### src/rtl/pg_carry_resolve.sv
// pg_carry_resolve: pipelined Kogge-Stone carry resolution of Pi/Gi vectors into a registered binary sum.
// Defining PG_CHECK_EN adds a sticky Pi/Gi overlap detector on pg_err; otherwise pg_err is tied low.
module pg_carry_resolve #(
    parameter int WIDTH     = 65,
    parameter int REG_EVERY = 2
) (
    input  logic             clk,
    input  logic             rst,
    input  logic             in_valid,
    output logic             in_ready,
    input  logic [WIDTH-1:0] Pi,
    input  logic [WIDTH-1:0] Gi,
    output logic             out_valid,
    input  logic             out_ready,
    output logic [WIDTH-1:0] sum,
    output logic             pg_err
);
    localparam int LEVELS = $clog2(WIDTH);
    localparam int STAGES = (LEVELS + REG_EVERY - 1) / REG_EVERY;

    logic             adv;
    logic [WIDTH-1:0] stg_p  [STAGES];
    logic [WIDTH-1:0] stg_g  [STAGES];
    logic [WIDTH-1:0] stg_pi [STAGES];
    logic             stg_v  [STAGES+1];

    // The whole pipe moves as one; a stalled output freezes every stage.
    assign adv       = ~out_valid | out_ready;
    assign in_ready  = adv;
    assign out_valid = stg_v[STAGES];

    assign stg_p[0]  = Pi;
    assign stg_g[0]  = Gi;
    assign stg_pi[0] = Pi;
    assign stg_v[0]  = in_valid;

    for (genvar s = 0; s < STAGES; s++) begin : g_stage
        localparam int LO = s * REG_EVERY;
        localparam int HI = ((s + 1) * REG_EVERY < LEVELS) ? (s + 1) * REG_EVERY : LEVELS;

        logic [WIDTH-1:0] p_c;
        logic [WIDTH-1:0] g_c;
        logic             v_q;

        always_comb begin
            p_c = stg_p[s];
            g_c = stg_g[s];
            for (int k = LO; k < HI; k++) begin
                g_c = g_c | (p_c & (g_c << (1 << k)));
                p_c = p_c & ((p_c << (1 << k)) | ~({WIDTH{1'b1}} << (1 << k)));
            end
        end

        always_ff @(posedge clk or posedge rst) begin
            if (rst) begin
                v_q <= 1'b0;
            end else if (adv) begin
                v_q <= stg_v[s];
            end
        end

        assign stg_v[s+1] = v_q;

        if (s < STAGES - 1) begin : g_mid
            logic [WIDTH-1:0] p_q;
            logic [WIDTH-1:0] g_q;
            logic [WIDTH-1:0] pi_q;

            // Bubbles leave the data registers untouched.
            always_ff @(posedge clk or posedge rst) begin
                if (rst) begin
                    p_q  <= '0;
                    g_q  <= '0;
                    pi_q <= '0;
                end else if (adv && stg_v[s]) begin
                    p_q  <= p_c;
                    g_q  <= g_c;
                    pi_q <= stg_pi[s];
                end
            end

            assign stg_p[s+1]  = p_q;
            assign stg_g[s+1]  = g_q;
            assign stg_pi[s+1] = pi_q;
        end else begin : g_last
            logic [WIDTH-1:0] sum_q;

            // Carry into bit i is the group generate of [i-1:0]; the top carry shifts out.
            always_ff @(posedge clk or posedge rst) begin
                if (rst) begin
                    sum_q <= '0;
                end else if (adv && stg_v[s]) begin
                    sum_q <= stg_pi[s] ^ (g_c << 1);
                end
            end

            assign sum = sum_q;
        end
    end

`ifdef PG_CHECK_EN
    always_ff @(posedge clk or posedge rst) begin
        if (rst) begin
            pg_err <= 1'b0;
        end else if (in_valid && adv && (|(Pi & Gi))) begin
            pg_err <= 1'b1;
        end
    end
`else
    assign pg_err = 1'b0;
`endif

endmodule
### config.mk
export PLATFORM = sky130hd
export DESIGN_NAME = pg_carry_resolve
export DESIGN_NICKNAME = d
export VERILOG_FILES = /design/src/rtl/pg_carry_resolve.sv
export SDC_FILE = /design/constraint.sdc
export NUM_CORES = 1
export LEC_CHECK = 0
export BUFFER_PORTS_ARGS = -buffer_cell sky130_fd_sc_hd__buf_2
export CORE_MARGIN = 2
export CORE_UTILIZATION = 55
export CTS_BUF_LIST = sky130_fd_sc_hd__clkbuf_8
export CTS_CLUSTER_SIZE = 14
export DETAILED_ROUTE_END_ITERATION = 16
export PLACE_DENSITY = 0.75
export SLEW_MARGIN = 30
export SYNTH_ARGS = -nofsm -noshare
export SYNTH_HDL_FRONTEND = slang
export SYNTH_SLANG_ARGS = --single-unit
### constraint.sdc
create_clock -name clk -period 23 [get_ports clk]
set_input_delay 4.6 -clock clk [delete_from_list [all_inputs] [get_ports clk]]
set_output_delay 4.6 -clock clk [all_outputs]
set_load 0.005 [all_outputs]
# Word-level counts from Yosys, hierarchy flattened
# Cells that the tools add are included.
word_totals:
  input_bits: 134
  register_bits: 648
classes:
  n_reduce_logical: 4
  bitwise: 23
op_table:
  columns: ["cell", "n"]
  rows:
  - ["64-bit AND", 12]
  - ["64-bit OR", 7]
  - ["65-bit XOR", 1]
  - ["64-bit by 1-bit AND with 64-bit output, second input constant", 1]
  - ["1-bit logical AND", 4]
  - ["1-bit inverter", 1]
  - ["1-bit OR", 1]

# Depth between registers and ports, before layout
depth:
  depth_word: 4
  ltp_mapped: 8
  ltp_nobuf: 4

# Worst setup path after synthesis
# OpenSTA, ideal clock, no wires.
synth_timing:
  path_type: "input -> output"
  from: "input out_ready"
  to: "output in_ready"
  required_time_ns: 18.400
  t_arrival_ns: 5.188
  cell_stages: 4
  slack_ns: 13.212
  path_cell_list: "nor2b_4 -> inv_2 -> clkbuf_1 -> buf_2"
synth_between:
  elab_chain_cells: 1
synth_lines:
  columns: ["element", "line", "source"]
  rows:
  - ["start: declaration", "14", "input logic out_ready,"]
  - ["1-bit OR", "28", "assign adv = ~out_valid | out_ready;"]
  - ["end: declaration", "10", "output logic in_ready,"]
# Every way passes these cells.

# Worst setup path in the final report
# Ends and elaborated chain as after synthesis.

==> flow_summary.toml <==
[timing]
grt_setup_unrepaired = "no"
setup_viol = 0
finalSetupTns_ps = 0
drv_slew = 0
worst_slew_pin_slew_ps = 1030
finalHoldViolations = 0
max_freq_mhz = 91.6
period_share_pct = 47.5
finClkSkew_ps = 18.8
relSlewSlack_pct = 31.5
min_period_ps = 10920

[layout]
diodes = 0
multiInputGateArea_um2 = 9430
area_growth_syn_to_layout_pct = 14.2
layout-drive-gt1-share_pct = 31.9
final_util_pct = 63.8
num-fill-cells = 3365
seqCellArea_um2 = 14100
finalNetCount = 2331
postLayoutCellArea_um2 = 27600

[logic_synthesis]
syn-num-nets = 2125
yosys_warnings = 0
synth_top_area_share_pct = 58.5
yosysSeqAreaShare_pct = 58.5
synth_edf_count = 0
synth_area_um2 = 24100
postSynthCellCount = 1991
ys_top_cells_by_count = "dfrtp_1, a21oi_1, mux2_2"
synthArstFlopShare_pct = 100
synth-seq-cells = 564
yosys-top-cells-area = "dfrtp_1, mux2_2, a21oi_1, o21ai_0, mux2_4"
yosysMostFrequentCell = "dfrtp_1"
yosys_most_used_dff = "dfrtp_1"
ys_types = 40
synth_area_leader_cell = "dfrtp_1"
syn_avg_cell_area_um2 = 12.1

[clocking]
clockRootBuffer = "clkbuf_8"
clock_path_buffers = 3
cts-htree-levels = 3
clk_pin_slew_ps = 60
cts-hold-fix-buffers = 0
cts.repair.resized = 0
worst_skew_pair.late_latency_ps = 660
post_cts_buffers = 0
cts.sink_count = 564
tritoncts = "done"
cts_buffers = 92

[routing]
wl_mm = 66.1
drc_errors = 0
antenna_left = 0
wl_per_cell_um = 23.2
via_per_inst = 6.07
drt-initial-drc-count = 1497
vias = 17300
firstDrtPassIters = 5

[critical_path]
cp-end-kind = "output pin"
critPathSlowestCell = "buf_4"
critPathLaunchType = "input port"
path_cells = "buf_2 -> nor2b_4 -> buf_4 -> inv_4 -> buf_2"
critPathBufInv = 4
crit_path_frequent_cell = "buf_2"
max_stage_delay_ps = 780
crit_arrival_ps = 6320
critPathTopFamily = "buffers and inverters"
crit_type = "input port to output pin"
worst-endpoint-required_ps = 18400
r2r_start = "out_valid$_DFFE_PP0N_"
crit_start = "out_ready"
path_max_fanout = 85

[worst_hold_path]
hp-start = "g_stage[0].g_mid.pi_q[10]$_DFFE_PP0P_"
hold_class = "flip-flop to flip-flop"

[placed_design]
dpl_cell_area_um2 = 25500
numPortBuffers = 199
gp_congestion = 0.902
dp_hpwl_mm = 44.9

[floorplan]
die_area_um2 = 45600
die_h_um = 213
initial_utilization_pct = 55.9
die_x_um = 213
pin_count = 202
rows = 76
coreArea_um2 = 43200

[status]
status = "complete, no violations"

[global_routing]
grt_usage_pct = 29.7
grt_max_degree = 187
grt_antenna_before_repair = 0
grt_overflow = 0
grt_pass1_vias = 17800
grt_pass1_wl_mm = 103

[pwr]
powerDensity_nw_per_um2 = 131
p_leak_nw = 11.6
ir_worst_vdd_v = 0.0000739

[job]
max_cap_violations = 0
## layout make-up
class,instances,area share (%)
well taps,585,2.66
flip-flops and latches,564,51.2
clock buffers,124,6.19
inverters,20,0.327
multi-input cells,1300,34.2
repair buffers,219,4.42
clock inverters,43,0.976
## cell families (layout without fill, tap and decap cells)
group | after synthesis | after routing | share of synthesized area [%]
simple gates | 216 | 216 | 3.90
xor+xnor | 64 | 64 | 2.32
other cells | 1 | 1 | 0.0155
mux | 355 | 355 | 17.3
compound gates | 664 | 664 | 15.4
buf+inv | 127 | 406 | 2.59
flops | 564 | 564 | 58.5
## per-stage QoR
stage                     std cells  hold slack [ps]  worst slack, ps  power [W]
after global placement         2686              480            12170    0.00264
after global routing           2855              512            12080    0.00379
after CTS                      2853              500            12190    0.00361
final                          2855              498            12080    0.00360
after detailed placement       2686              486            12190    0.00269
after floorplan                1991              465             2630    0.00232
## sequential cells by signal, summed over array words and instances (netlist names)
signal and cells:
g_stage.v_q 3, out_valid 1, g_stage.g_mid.pi_q 193, g_stage.g_mid.p_q 110, g_stage.g_mid.g_q 192, sum 65
## worst paths after layout
check,end,slack [ps],cells after the start
min in group asynchronous,sum[42]$_DFFE_PP0P_,4050,2
worst max register to register,g_stage[2].g_mid.pi_q[32]$_DFFE_PP0P_,19140,7
worst min register to register,g_stage[1].g_mid.pi_q[10]$_DFFE_PP0P_,500,1
worst max-delay path,in_ready,12080,5
max in group asynchronous,g_stage[1].g_mid.pi_q[23]$_DFFE_PP0P_,17140,5
worst min-delay path,g_stage[1].g_mid.pi_q[10]$_DFFE_PP0P_,500,1
## power breakdown
group          internal [W]  switching, W
combinational      0.000529      0.000524
sequential          0.00135      0.000284
clock              0.000514      0.000401
total               0.00239       0.00121
## layout by cell type, fill, tap and decap left out, types with 12 or more instances in the layout
cell,synthesis,final
dfrtp_1,564,563
a21oi_1,328,328
mux2_2,305,305
buf_2,38,199
o21ai_0,197,197
clkbuf_8,0,124
nand2_1,106,104
xnor2_1,64,64
mux2_4,50,50
o31ai_1,48,48
nor2_1,50,48
inv_1,19,46
nand3_1,28,28
a31oi_1,21,21
a21boi_0,18,18
o22a_1,15,15
buf_4,9,14
nand4_1,12,12
## routing by layer
layer,part of all wire (%),track usage (%),vias to the layer above
li1,-,-,7647
met1,42,41.2,8874
met2,47,46.9,675
met3,6.5,5.26,125
met4,3.8,12.2,0
met5,0,0,-
No activity file was read; power rests on OpenSTA's default activity.
